[src/rtl/vm_pkg.sv]
// Shared coin codes and payout FSM state encoding for the vending machine payout path.
package vm_pkg;

   localparam logic [2:0] COIN_NONE = 3'd0;
   localparam logic [2:0] COIN_1    = 3'd1;
   localparam logic [2:0] COIN_2    = 3'd2;
   localparam logic [2:0] COIN_5    = 3'd5;

   localparam logic [2:0] ST_IDLE  = 3'd0;
   localparam logic [2:0] ST_PROD  = 3'd1;
   localparam logic [2:0] ST_PAY   = 3'd2;
   localparam logic [2:0] ST_DONE  = 3'd3;
   localparam logic [2:0] ST_FAULT = 3'd4;

   typedef enum logic [2:0] {
      S_IDLE  = ST_IDLE,
      S_PROD  = ST_PROD,
      S_PAY   = ST_PAY,
      S_DONE  = ST_DONE,
      S_FAULT = ST_FAULT
   } state_e;

endpackage

[src/rtl/coin_select.sv]
// Greedy coin picker: largest available denomination not exceeding the amount still owed.
module coin_select
   import vm_pkg::*;
#(
   parameter int BAL_W  = 4,
   parameter int COIN_W = 3
) (
   input  logic [BAL_W-1:0]  rem_i,
   input  logic              avail5_i,
   input  logic              avail2_i,
   input  logic              avail1_i,
   output logic [COIN_W-1:0] coin_o,
   output logic              none_o
);

   always_comb begin
      coin_o = COIN_W'(COIN_NONE);
      if (avail5_i && (rem_i >= BAL_W'(COIN_5))) begin
         coin_o = COIN_W'(COIN_5);
      end else if (avail2_i && (rem_i >= BAL_W'(COIN_2))) begin
         coin_o = COIN_W'(COIN_2);
      end else if (avail1_i && (rem_i != '0)) begin
         coin_o = COIN_W'(COIN_1);
      end
      none_o = (coin_o == COIN_W'(COIN_NONE));
   end

endmodule

[src/rtl/change_dispenser.sv]
// Payout end of the vending machine: product release strobe, then change paid coin by coin.
// Optional per-denomination stock tracking is enabled by defining CHANGE_DISPENSER_INVENTORY_EN.
module change_dispenser
   import vm_pkg::*;
#(
   parameter int BAL_W      = 4,
   parameter int COIN_W     = 3,
   parameter int ACK_TMO    = 15,
   parameter int STOCK_W    = 6,
   parameter int STOCK_INIT = 20
) (
   input  logic              clk,
   input  logic              rst,
   input  logic              vend_valid,
   input  logic [1:0]        prod,
   input  logic [BAL_W-1:0]  bal,
   output logic              ready,
   output logic [1:0]        prod_out,
   output logic              prod_strobe,
   output logic [COIN_W-1:0] coin_val,
   output logic              coin_valid,
   input  logic              coin_ack,
   output logic              done,
   output logic              short_flag,
   output logic              fault
);

   localparam int TMO_W = $clog2(ACK_TMO + 1);

   if (STOCK_INIT >= (2 ** STOCK_W)) begin : g_stock_range
      $error("STOCK_INIT does not fit in STOCK_W bits");
   end

   state_e             state_q, state_d;
   logic [BAL_W-1:0]   rem_q, rem_d;
   logic [TMO_W-1:0]   tmo_q, tmo_d;
   logic [1:0]         prod_q, prod_d;
   logic [COIN_W-1:0]  sel_coin;
   logic               sel_none;
   logic [2:0]         avail;
   logic               ack_take;
   logic               short_en;

   coin_select #(
      .BAL_W  (BAL_W),
      .COIN_W (COIN_W)
   ) u_coin_select (
      .rem_i    (rem_q),
      .avail5_i (avail[2]),
      .avail2_i (avail[1]),
      .avail1_i (avail[0]),
      .coin_o   (sel_coin),
      .none_o   (sel_none)
   );

`ifdef CHANGE_DISPENSER_INVENTORY_EN
   logic [STOCK_W-1:0] stk5_q, stk2_q, stk1_q;
   logic [STOCK_W-1:0] stk5_d, stk2_d, stk1_d;

   function automatic logic [STOCK_W-1:0] sat_dec(input logic [STOCK_W-1:0] v);
      return (v == '0) ? v : v - STOCK_W'(1);
   endfunction

   always_comb begin
      stk5_d = stk5_q;
      stk2_d = stk2_q;
      stk1_d = stk1_q;
      if (ack_take) begin
         if (sel_coin == COIN_W'(COIN_5))      stk5_d = sat_dec(stk5_q);
         else if (sel_coin == COIN_W'(COIN_2)) stk2_d = sat_dec(stk2_q);
         else if (sel_coin == COIN_W'(COIN_1)) stk1_d = sat_dec(stk1_q);
      end
   end

   always_ff @(posedge clk or posedge rst) begin
      if (rst) begin
         stk5_q <= STOCK_W'(STOCK_INIT);
         stk2_q <= STOCK_W'(STOCK_INIT);
         stk1_q <= STOCK_W'(STOCK_INIT);
      end else begin
         stk5_q <= stk5_d;
         stk2_q <= stk2_d;
         stk1_q <= stk1_d;
      end
   end

   assign avail    = {stk5_q != '0, stk2_q != '0, stk1_q != '0};
   assign short_en = 1'b1;
`else
   assign avail    = 3'b111;
   assign short_en = 1'b0;
`endif

   always_comb begin
      state_d     = state_q;
      rem_d       = rem_q;
      tmo_d       = tmo_q;
      prod_d      = prod_q;
      ready       = 1'b0;
      prod_strobe = 1'b0;
      coin_valid  = 1'b0;
      coin_val    = COIN_W'(COIN_NONE);
      done        = 1'b0;
      short_flag  = 1'b0;
      fault       = 1'b0;
      ack_take    = 1'b0;

      unique case (state_q)
         S_IDLE: begin
            ready = 1'b1;
            if (vend_valid) begin
               prod_d  = prod;
               rem_d   = bal;
               state_d = S_PROD;
            end
         end
         S_PROD: begin
            prod_strobe = (prod_q != 2'd0);
            tmo_d       = '0;
            state_d     = sel_none ? S_DONE : S_PAY;
         end
         S_PAY: begin
            // Nothing payable left with money still owed: only reachable when stock runs dry.
            if (sel_none) begin
               state_d = S_DONE;
            end else begin
               coin_valid = 1'b1;
               coin_val   = sel_coin;
               if (coin_ack) begin
                  ack_take = 1'b1;
                  rem_d    = rem_q - BAL_W'(sel_coin);
                  tmo_d    = '0;
                  if (rem_d == '0) state_d = S_DONE;
               end else if (tmo_q == TMO_W'(ACK_TMO - 1)) begin
                  state_d = S_FAULT;
               end else begin
                  tmo_d = tmo_q + TMO_W'(1);
               end
            end
         end
         S_DONE: begin
            done       = 1'b1;
            short_flag = short_en && (rem_q != '0);
            state_d    = S_IDLE;
         end
         S_FAULT: begin
            fault = 1'b1;
         end
         default: state_d = S_IDLE;
      endcase
   end

   always_ff @(posedge clk or posedge rst) begin
      if (rst) begin
         state_q <= S_IDLE;
         rem_q   <= '0;
         tmo_q   <= '0;
         prod_q  <= 2'd0;
      end else begin
         state_q <= state_d;
         rem_q   <= rem_d;
         tmo_q   <= tmo_d;
         prod_q  <= prod_d;
      end
   end

   assign prod_out = prod_q;

endmodule
[config.mk]
export PLATFORM = sky130hd
export DESIGN_NAME = change_dispenser
export DESIGN_NICKNAME = d
export VERILOG_FILES = /design/src/rtl/vm_pkg.sv /design/src/rtl/coin_select.sv /design/src/rtl/change_dispenser.sv
export SDC_FILE = /design/constraint.sdc
export NUM_CORES = 1
export LEC_CHECK = 0
export BUFFER_PORTS_ARGS = -buffer_cell sky130_fd_sc_hd__clkbuf_2
export CORE_ASPECT_RATIO = 0.8
export CORE_MARGIN = 2
export CORE_UTILIZATION = 25
export CTS_CLUSTER_DIAMETER = 150
export DETAILED_ROUTE_END_ITERATION = 8
export GPL_TIMING_DRIVEN = 0
export HOLD_SLACK_MARGIN = 0.08
export PLACE_DENSITY = 0.54
export REMOVE_ABC_BUFFERS = 1
export SLEW_MARGIN = 20
export SYNTH_ARGS = -nofsm -noshare
export SYNTH_HDL_FRONTEND = slang
export SYNTH_SLANG_ARGS = --single-unit
[constraint.sdc]
create_clock -name clk -period 1.9 [get_ports clk]
set_clock_uncertainty 0.15 [all_clocks]
set_input_delay 0.095 -clock clk [delete_from_list [all_inputs] [get_ports clk]]
set_output_delay 0.095 -clock clk [all_outputs]
set_load 0.1 [all_outputs]
* Word-level counts from Yosys, hierarchy flattened
Cells that the tools add are included.
Widths: inputs -> output; s select.
** Storage, ports and cells
- Output and inout port bits :: 11
- Flip-flop bits (word level) :: 13
- Word-level logic and storage cells :: 57
** Operators by class
- Eq/ne operators :: 11
- Order comparisons :: 2
- Bitwise logic cells :: 1
- Multiplexer cells :: 26
- Add/subtract/negate cells :: 2
- Reduce and logical (&&, ||, !) cells :: 11
** Operators by type and width (count)
- $mux 3 :: 9
- $mux 4 :: 6
- $pmux 4 s2 :: 2
- $pmux 3 s4 :: 1
- $mux 1 :: 8
- $ne 4x4->1 const B :: 2
- $reduce_and 4->1 :: 2
- $eq 3x2->1 const B :: 2
- $logic_not 3->1 :: 2
- $ne 2x2->1 const B :: 3
- $reduce_bool 2->1 :: 3
- $add 4x1->4 const B :: 1
- $eq 4x4->1 const B :: 1
- $ge 4x2->1 const B :: 1
- $ge 4x3->1 const B :: 1
- $logic_not 4->1 :: 1
- $reduce_bool 4->1 :: 1
- $sub 4x3->4 :: 1
- $eq 3x1->1 const B :: 1
- $eq 3x3->1 const B :: 1
- $ne 3x3->1 const B :: 1
- $reduce_and 3->1 :: 1
- $reduce_and 2->1 :: 1
- $not 1->1 :: 1

* Longest topological paths before layout
Gate-level depths: netlist of run 1.
- Word-level depth :: 10
- Depth in mapped cells :: 9
- Mapped depth without buffers :: 9

* Cells and area by module
Synthesis of run 1 repeated with hierarchy kept, for this count alone.
** Unflattened totals
- Cells, all modules :: 116
- Area, all modules :: 1083.5 sq um
** Modules (own cells, without submodules)
- change_dispenser :: cells each 105, instances 1, area an instance 1014.7 sq um
- coin_select :: cells each 11, instances 1, area an instance 68.8 sq um

* Worst setup path before layout of run 1
OpenSTA, ideal clock, no wires.
- Path kind :: register to register
- From :: reg state_q[2]
- To :: reg state_q[2]
- Required time :: 1.674 ns
- Data arrival time :: 3.152 ns
- Path buffers :: 1
- Setup time :: 0.076 ns
- Cell stages (with the launch flop) :: 4
- Slack :: -1.478 ns
- Cells stage by stage :: dfrtp_1 > buf_2 > nor3b_1 > or2_2
** On the way
- Longest elaborated chain between the ends :: 3
- Elaborated cells on any way between the ends :: 10
** RTL lines
- from (decl) :: line change_dispenser.sv:34 : state_e state_q, state_d;
- from (signal assigned) :: line change_dispenser.sv:160 : state_q <= state_d;
- $eq 3x2->1, or another cell as far along :: line change_dispenser.sv:108 : unique case (state_q)
- $ne 4x4->1 (no source line), or another cell as far along
- $reduce_and 4->1 (no source line)
Parallel ways exist; a longest one is shown, timed or not.
A chain may end at the register's enable or synchronous reset.

* Worst setup path after layout of run 1
- From :: reg rem_q[1]
- To :: reg state_q[0]
** On the way
- Longest elaborated chain between the ends :: 8
- Elaborated cells on any way between the ends :: 15
** RTL lines
- from (decl) :: line change_dispenser.sv:35 : logic [BAL_W-1:0] rem_q, rem_d;
- from (signal assigned) :: line change_dispenser.sv:161 : rem_q <= rem_d;
- branches (longest 8 deep; another with $ge 4x2->1)
Several ways; the timed one is not identified.

==> summary.txt, run 1 <==
Outcome
  – Outcome: finished, violations left
  – Violated checks: negative setup slack

Yosys
  – Post-Synth Adder-Cell Area: 8.23%
  – Mux share of post-synthesis cell area: 5.74%
  – Sequential fraction of the synthesis area: 32.4%
  – Post-synth top flop: dfrtp_1
  – Ranking of synthesized cells by area: dfrtp_1 (32%), ha_1 (6.2%), a31oi_4 (4.2%), a21oi_1 (4.0%), o21ai_0 (3.5%)
  – Compound-Gate Fraction of Synth Area: 22.2%
  – Post-synthesis xor/xnor area fraction: 0.873%
  – Cells after Synth: 110
  – YS warnings: 0
  – Async SR Flop Fraction: 100%
  – Syn avg cell area: 9.12 µm²
  – Post-synthesis instance area: 1000 µm²
  – Main combinational cell family by area after synthesis: simple AND/OR/NAND/NOR gates
  – Number of distinct library cells after synthesis: 43
  – Post-synth EDFFs: 0
  – Post-synth top area cell: dfrtp_1
  – Synth Area in Simple Gates: 23.6%
  – Post-synth top area share: 32.4%
  – Synth Register Bits: 13

Critical path
  – Buf/Inv on CP: 0
  – CP top delay family: adder cells
  – Critical Path RT: 1.87 ns
  – Worst path max stage delay: 0.46 ns
  – WP data arrival: 2.18 ns
  – Slowest cell on the critical path: fa_2
  – Startpoint Class: flop
  – CP cell instances: nor2b_4, o21bai_1, ha_2, fa_2, nand2_2, nor3b_2, mux2i_1, a31oi_1
  – Critical Path Fanout Max: 4
  – CP Capture Type: flop
  – Kind of critical path: flop to flop

Die
  – # IOs: 21
  – Starting Density: 26.2%
  – Die Width: 74.8 µm
  – Row count: 20
  – Die area: 4540 µm²
  – Die H: 60.7 µm
  – Core area: 3830 µm²

STA
  – Worst Tran Pin Value: 0.550 ns
  – Worst rel slew slack: 63.3%
  – RSZ-0062 raised after global routing: yes
  – Minimum clock period: 2.21 ns
  – Hold slack: 0.0865 ns
  – Final Cycle Share: 116%
  – Final Hold Fails: 0
  – Fmax: 452 MHz
  – PnR worst setup slack: -0.311 ns
  – Final slew viol count: 0
  – Setup Viol. Count Final: 12

Place
  – Routability Congestion: 0.784
  – Placed wire-length estimate: 1.63 mm
  – Port buffer count: 19
  – Placed Cells: 176
  – Place WS: -0.424 ns

Clocking
  – CTS Buffer Depth: 2
  – CTS buffer count: 3
  – CTS tree: done
  – Worst skew pair latency: 0.25 ns
  – CTS Root Cell: clkbuf_8
  – Clock transition at path regs: 0.07 ns
  – Total clock sinks: 13
  – Htree depth: 1

Worst hold path
  – Worst hold path class: input port to flop

Final layout
  – Final core occ: 41.3%
  – Area Growth Syn to Fin: 57.7%
  – Fin cells: 209
  – Share of layout cells above drive strength 1: 52.6%
  – Most frequent cells in the layout: clkbuf_2 (13), buf_4 (13), dlygate4sd3_1 (8), dfrtp_1 (8), buf_6 (8)
  – Ant. Diodes: 0
  – Nets: 171

Global routing
  – Congestion Overflow GR: 0
  – Total GRT Usage: 13.1%
  – Largest net degree at the start of global routing: 14
  – Vias in the first global route: 938
  – First-pass GRT wire length: 4.46 mm
  – Initial antenna violation count: 0

Drt
  – DRC: 0
  – Detailed Routing Iterations Pass 1: 4
  – Antenna-violating nets left: 0
  – Average routed wire per standard cell: 14.0 µm
  – Initial DRC Count: 75
  – Vias/cell: 4.82
  – WL final: 2.92 mm
  – Vias after detailed routing: 1,007

Flow run
  – Max capacitance violation total: 0
==> registers in the layout, summed over array words and instances (netlist names) <==
name / count
tmo_q: 4
state_q: 3
prod_out: 2
rem_q: 4
==> worst paths after layout <==
| check | slack (ns) | cells past startpoint | start | endpoint |
|---|---|---|---|---|
| min in group asynchronous | 0.27 | 3 | rst | prod_out[0] |
| setup / recovery | -0.31 | 8 | rem_q[1] | state_q[0] |
| max in group asynchronous | 0.93 | 3 | rst | state_q[1] |
| setup reg to reg | -0.31 | 8 | rem_q[1] | state_q[0] |
| hold reg to reg | 0.40 | 1 | prod_out[0] | prod_out[0] |
| hold / removal | 0.09 | 3 | vend_valid | state_q[0] |
==> worst reg2reg max path: cells and delay by family, from the launching register on <==
family	cells	cell delay, ns
AO/OA/AOI/OAI	2	0.30
adder cells (fa/ha/maj)	2	0.70
flip-flops	1	0.44
multiplexers	1	0.19
AND/OR/NAND/NOR	3	0.30
==> cell usage after synthesis (3+ instances only) <==
cell type	n
a21oi_1	8
nor3_1	4
nor2_1	9
ha_1	5
nor4_1	3
inv_1	6
nor3b_1	4
nor2b_1	4
nand2_1	4
o21ai_0	7
dfrtp_1	13
clkbuf_1	4
==> cell type report <==
| cell class | instances | area (µm²) |
|---|---|---|
| Clock inverter | 1 | 5.00 |
| Inverter | 6 | 22.5 |
| Tap cell | 55 | 68.8 |
| Multi-Input combinational cell | 83 | 716 |
| Sequential cell | 13 | 332 |
| Clock buffer | 3 | 41.3 |
| Timing Repair Buffer | 48 | 398 |
| Fill cell | 381 | 2250 |
==> stage by stage <==
step,instance area (µm²),TNS (ns)
after floorplan,960,-8.42
after global placement,1120,-1.82
after detailed placement,1120,-2.06
after CTS,1450,-1.22
after global routing,1580,-2.89
final,1580,-2.09
==> cell families after synthesis <==
logic type               Yosys count
AO/OA/AOI/OAI                     30
XOR/XNOR                           1
adder cells (fa/ha/maj)            6
buffers and inverters             14
flip-flops                        13
multiplexers                       5
other                              1
AND/OR/NAND/NOR                   40
==> what timing repair did <==
item,in CTS,in global routing
pin swaps,12,20
setup endpoints to repair,13,15
hold buffers,8,0
buffers inserted,14,7
endpoints found under the hold margin,20,0
gates resized for setup,28,23
==> metal layers <==
metal  wire length (µm)  up-vias  part of all wire (%)  global-route usage [%]
met5                  0        -                     0                       0
met4                 40        0                   1.4                    3.06
li1                   -      483                     -                       -
met3                164        5                   5.6                    2.99
met1               1200      481                    41                    16.2
met2               1520       38                    52                    23.2
Power of run 1 is left out: the tool's default activity adds up to more than one toggle a clock period on the data nets, which glitch-free logic cannot reach.
==> run 2: changes to the inputs <==
ABC_AREA = 1   (was not set)
==> run 2 against run 1 <==
Compared with the run above:
- the flow still finishes with violations (negative setup slack)
- via count shrank 5.1%
- final cell count grew 9.6%
- sequential share of layout area grew 3.5 points
- critical path type unchanged
- highest routed layer unchanged
==> summary.txt, run 2 <==
Outcome
  – Outcome: finished, violations left
  – Violated checks: negative setup slack

Drt
  – WL final: 2.19 mm
  – Initial DRC Count: 51
  – Vias after detailed routing: 956
  – DRC: 0
  – Average routed wire per standard cell: 9.54 µm
  – Detailed Routing Iterations Pass 1: 4
  – Vias/cell: 4.17
  – Antenna-violating nets left: 0

Yosys
  – Post-synth EDFFs: 0
  – Sequential fraction of the synthesis area: 33.3%
  – Async SR Flop Fraction: 100%
  – YS warnings: 0
  – Cells after Synth: 140
  – Post-synthesis instance area: 977 µm²
  – Ranking of synthesized cells by area: dfrtp_1 (33%), nand2_1 (14%), nor2_1 (8.1%), inv_1 (7.3%), ha_1 (6.4%)
  – Synth Register Bits: 13
  – Syn avg cell area: 6.98 µm²
  – Number of distinct library cells after synthesis: 24
  – Post-synth top area cell: dfrtp_1
  – List of most frequent post-synthesis cells: nand2_1 (36), nor2_1 (21), inv_1 (19)
  – Most frequent cell after synthesis: nand2_1
  – Post-synth top area share: 33.3%
  – Post-synth top flop: dfrtp_1

Final layout
  – Nets: 191
  – Most common cell after layout, fill and taps aside: nand2_1
  – Share of layout cells above drive strength 1: 29.3%
  – Finished Cell Area: 1330 µm²
  – Most frequent cells in the layout: nand2_1 (34), nor2_1 (19), inv_1 (18)
  – Area Growth Syn to Fin: 36.4%
  – Fill cells: 415
  – Biggest regs: rem_q: 4 flops, tmo_q: 4 flops, state_q: 3 flops
  – Ant. Diodes: 0

Die
  – Starting Density: 25.9%
  – Die area: 4430 µm²
  – # IOs: 21
  – Row count: 20
  – Core area: 3780 µm²
  – Die Width: 73.9 µm
  – Die H: 59.9 µm

Clocking
  – CTS Root Cell: clkbuf_8
  – Clock transition at path regs: 0.06 ns
  – CTS buffer count: 3
  – Total clock sinks: 13
  – Worst skew pair latency: 0.24 ns
  – CTS Buffer Depth: 2
  – CTS tree: done
  – Htree depth: 1

Global routing
  – Initial antenna violation count: 0
  – Congestion Overflow GR: 0
  – Largest net degree at the start of global routing: 14
  – Total GRT Usage: 11.0%
  – First-pass GRT wire length: 3.73 mm
  – Vias in the first global route: 826

STA
  – Minimum clock period: 2.25 ns
  – Worst Tran Pin Value: 0.542 ns
  – Final setup TNS: -1.12 ns
  – Fmax: 445 MHz
  – Final Cycle Share: 118%
  – Worst rel slew slack: 64.0%
  – RSZ-0062 raised after global routing: yes
  – PnR worst setup slack: -0.348 ns
  – Final slew viol count: 0
  – Setup Viol. Count Final: 5
  – Final Hold Fails: 0

Critical path
  – Critical Path Fanout Max: 3
  – Worst R2R Setup Slack: -0.35 ns
  – WP data arrival: 2.24 ns
  – Startpoint Class: flop
  – CP Capture Type: flop
  – Kind of critical path: flop to flop
  – Critical Path RT: 1.89 ns

Place
  – Area after DPL: 1120 µm²
  – Place WS: -0.500 ns
  – Routability Congestion: 0.762
  – Port buffer count: 19
  – Placed wire-length estimate: 1.59 mm

Worst hold path
  – Worst hold path class: input port to flop

Flow run
  – Max capacitance violation total: 0
==> run 2: changes by cell type after synthesis, moves of 5 or more <==
cell and delta:
nand2_1 +32, inv_1 +13, nor2_1 +12, nand3_1 +9, a21oi_1 -7, o21ai_1 +7
nand2_2 +5
==> run 2: metal layers <==
metal	routed length [µm]	GRT usage (%)
met4	24	2.34
met3	109	3.54
met2	925	15.7
met1	1130	16.2
met5	0	0
==> run 2: final cells by class <==
cell class / instances / area [µm²] / area share [%]
Multi-Input combinational cell: 103 / 582 / 43.7
Sequential cell: 13 / 325 / 24.4
Timing Repair Buffer: 32 / 226 / 17.0
Inverter: 22 / 85.1 / 6.38
Tap cell: 55 / 68.8 / 5.16
Clock buffer: 4 / 45.0 / 3.38
==> run 2: kinds of logic (layout without fill, tap and decap cells) <==
logic type | Yosys count | after routing | synth area share, %
simple gates | 78 | 78 | 35.5
buf+inv | 24 | 58 | 10.6
compound gates | 15 | 15 | 8.58
flops | 13 | 13 | 33.3
fa+ha+maj | 6 | 6 | 8.45
mux | 2 | 2 | 2.30
other cells | 1 | 1 | 0.384
xor+xnor | 1 | 1 | 0.896
==> run 2: worst paths after layout <==
kind	startpoint	endpoint	cells past startpoint
max in group asynchronous	rst	rem_q[0]	3
worst max register to register	rem_q[0]	state_q[1]	13
worst max-delay path	rem_q[0]	state_q[1]	13
worst min register to register	tmo_q[3]	tmo_q[3]	2
worst min-delay path	vend_valid	prod_out[0]	3
min in group asynchronous	rst	prod_out[0]	3
==> run 2: critical path, cell delays in order, from the launching register on <==
cell and delay, ns:
dfrtp_1 0.41, nor2_4 0.14, o21ai_2 0.07, inv_2 0.07, o21ai_2 0.06, ha_2 0.19, fa_1 0.49, nand2_1 0.06
nor2_1 0.13, nand3_1 0.10, nand2_2 0.10, nand2_2 0.05, nand2_1 0.05, nand2_1 0.05
==> run 2: per-stage QoR <==
stage,hold slack [ns],std cells,utilization [%]
CTS,0.134,228,34.3
global placement,-0.00412,212,29.7
detailed placement,-0.0141,212,29.7
finish,0.113,229,35.3
floorplan,-0.178,138,-
global route,0.138,229,35.3
==> run 2: timing repair <==
action | 4_1_cts | 5_1_grt
endpoints found under the setup margin | 8 | 10
endpoints found under the hold margin | 21 | 0
buffers inserted | 4 | 1
pin swaps | 6 | 6
gates resized for setup | 9 | 10
hold buffers | 8 | 0
Power of run 2 is left out for the same reason.
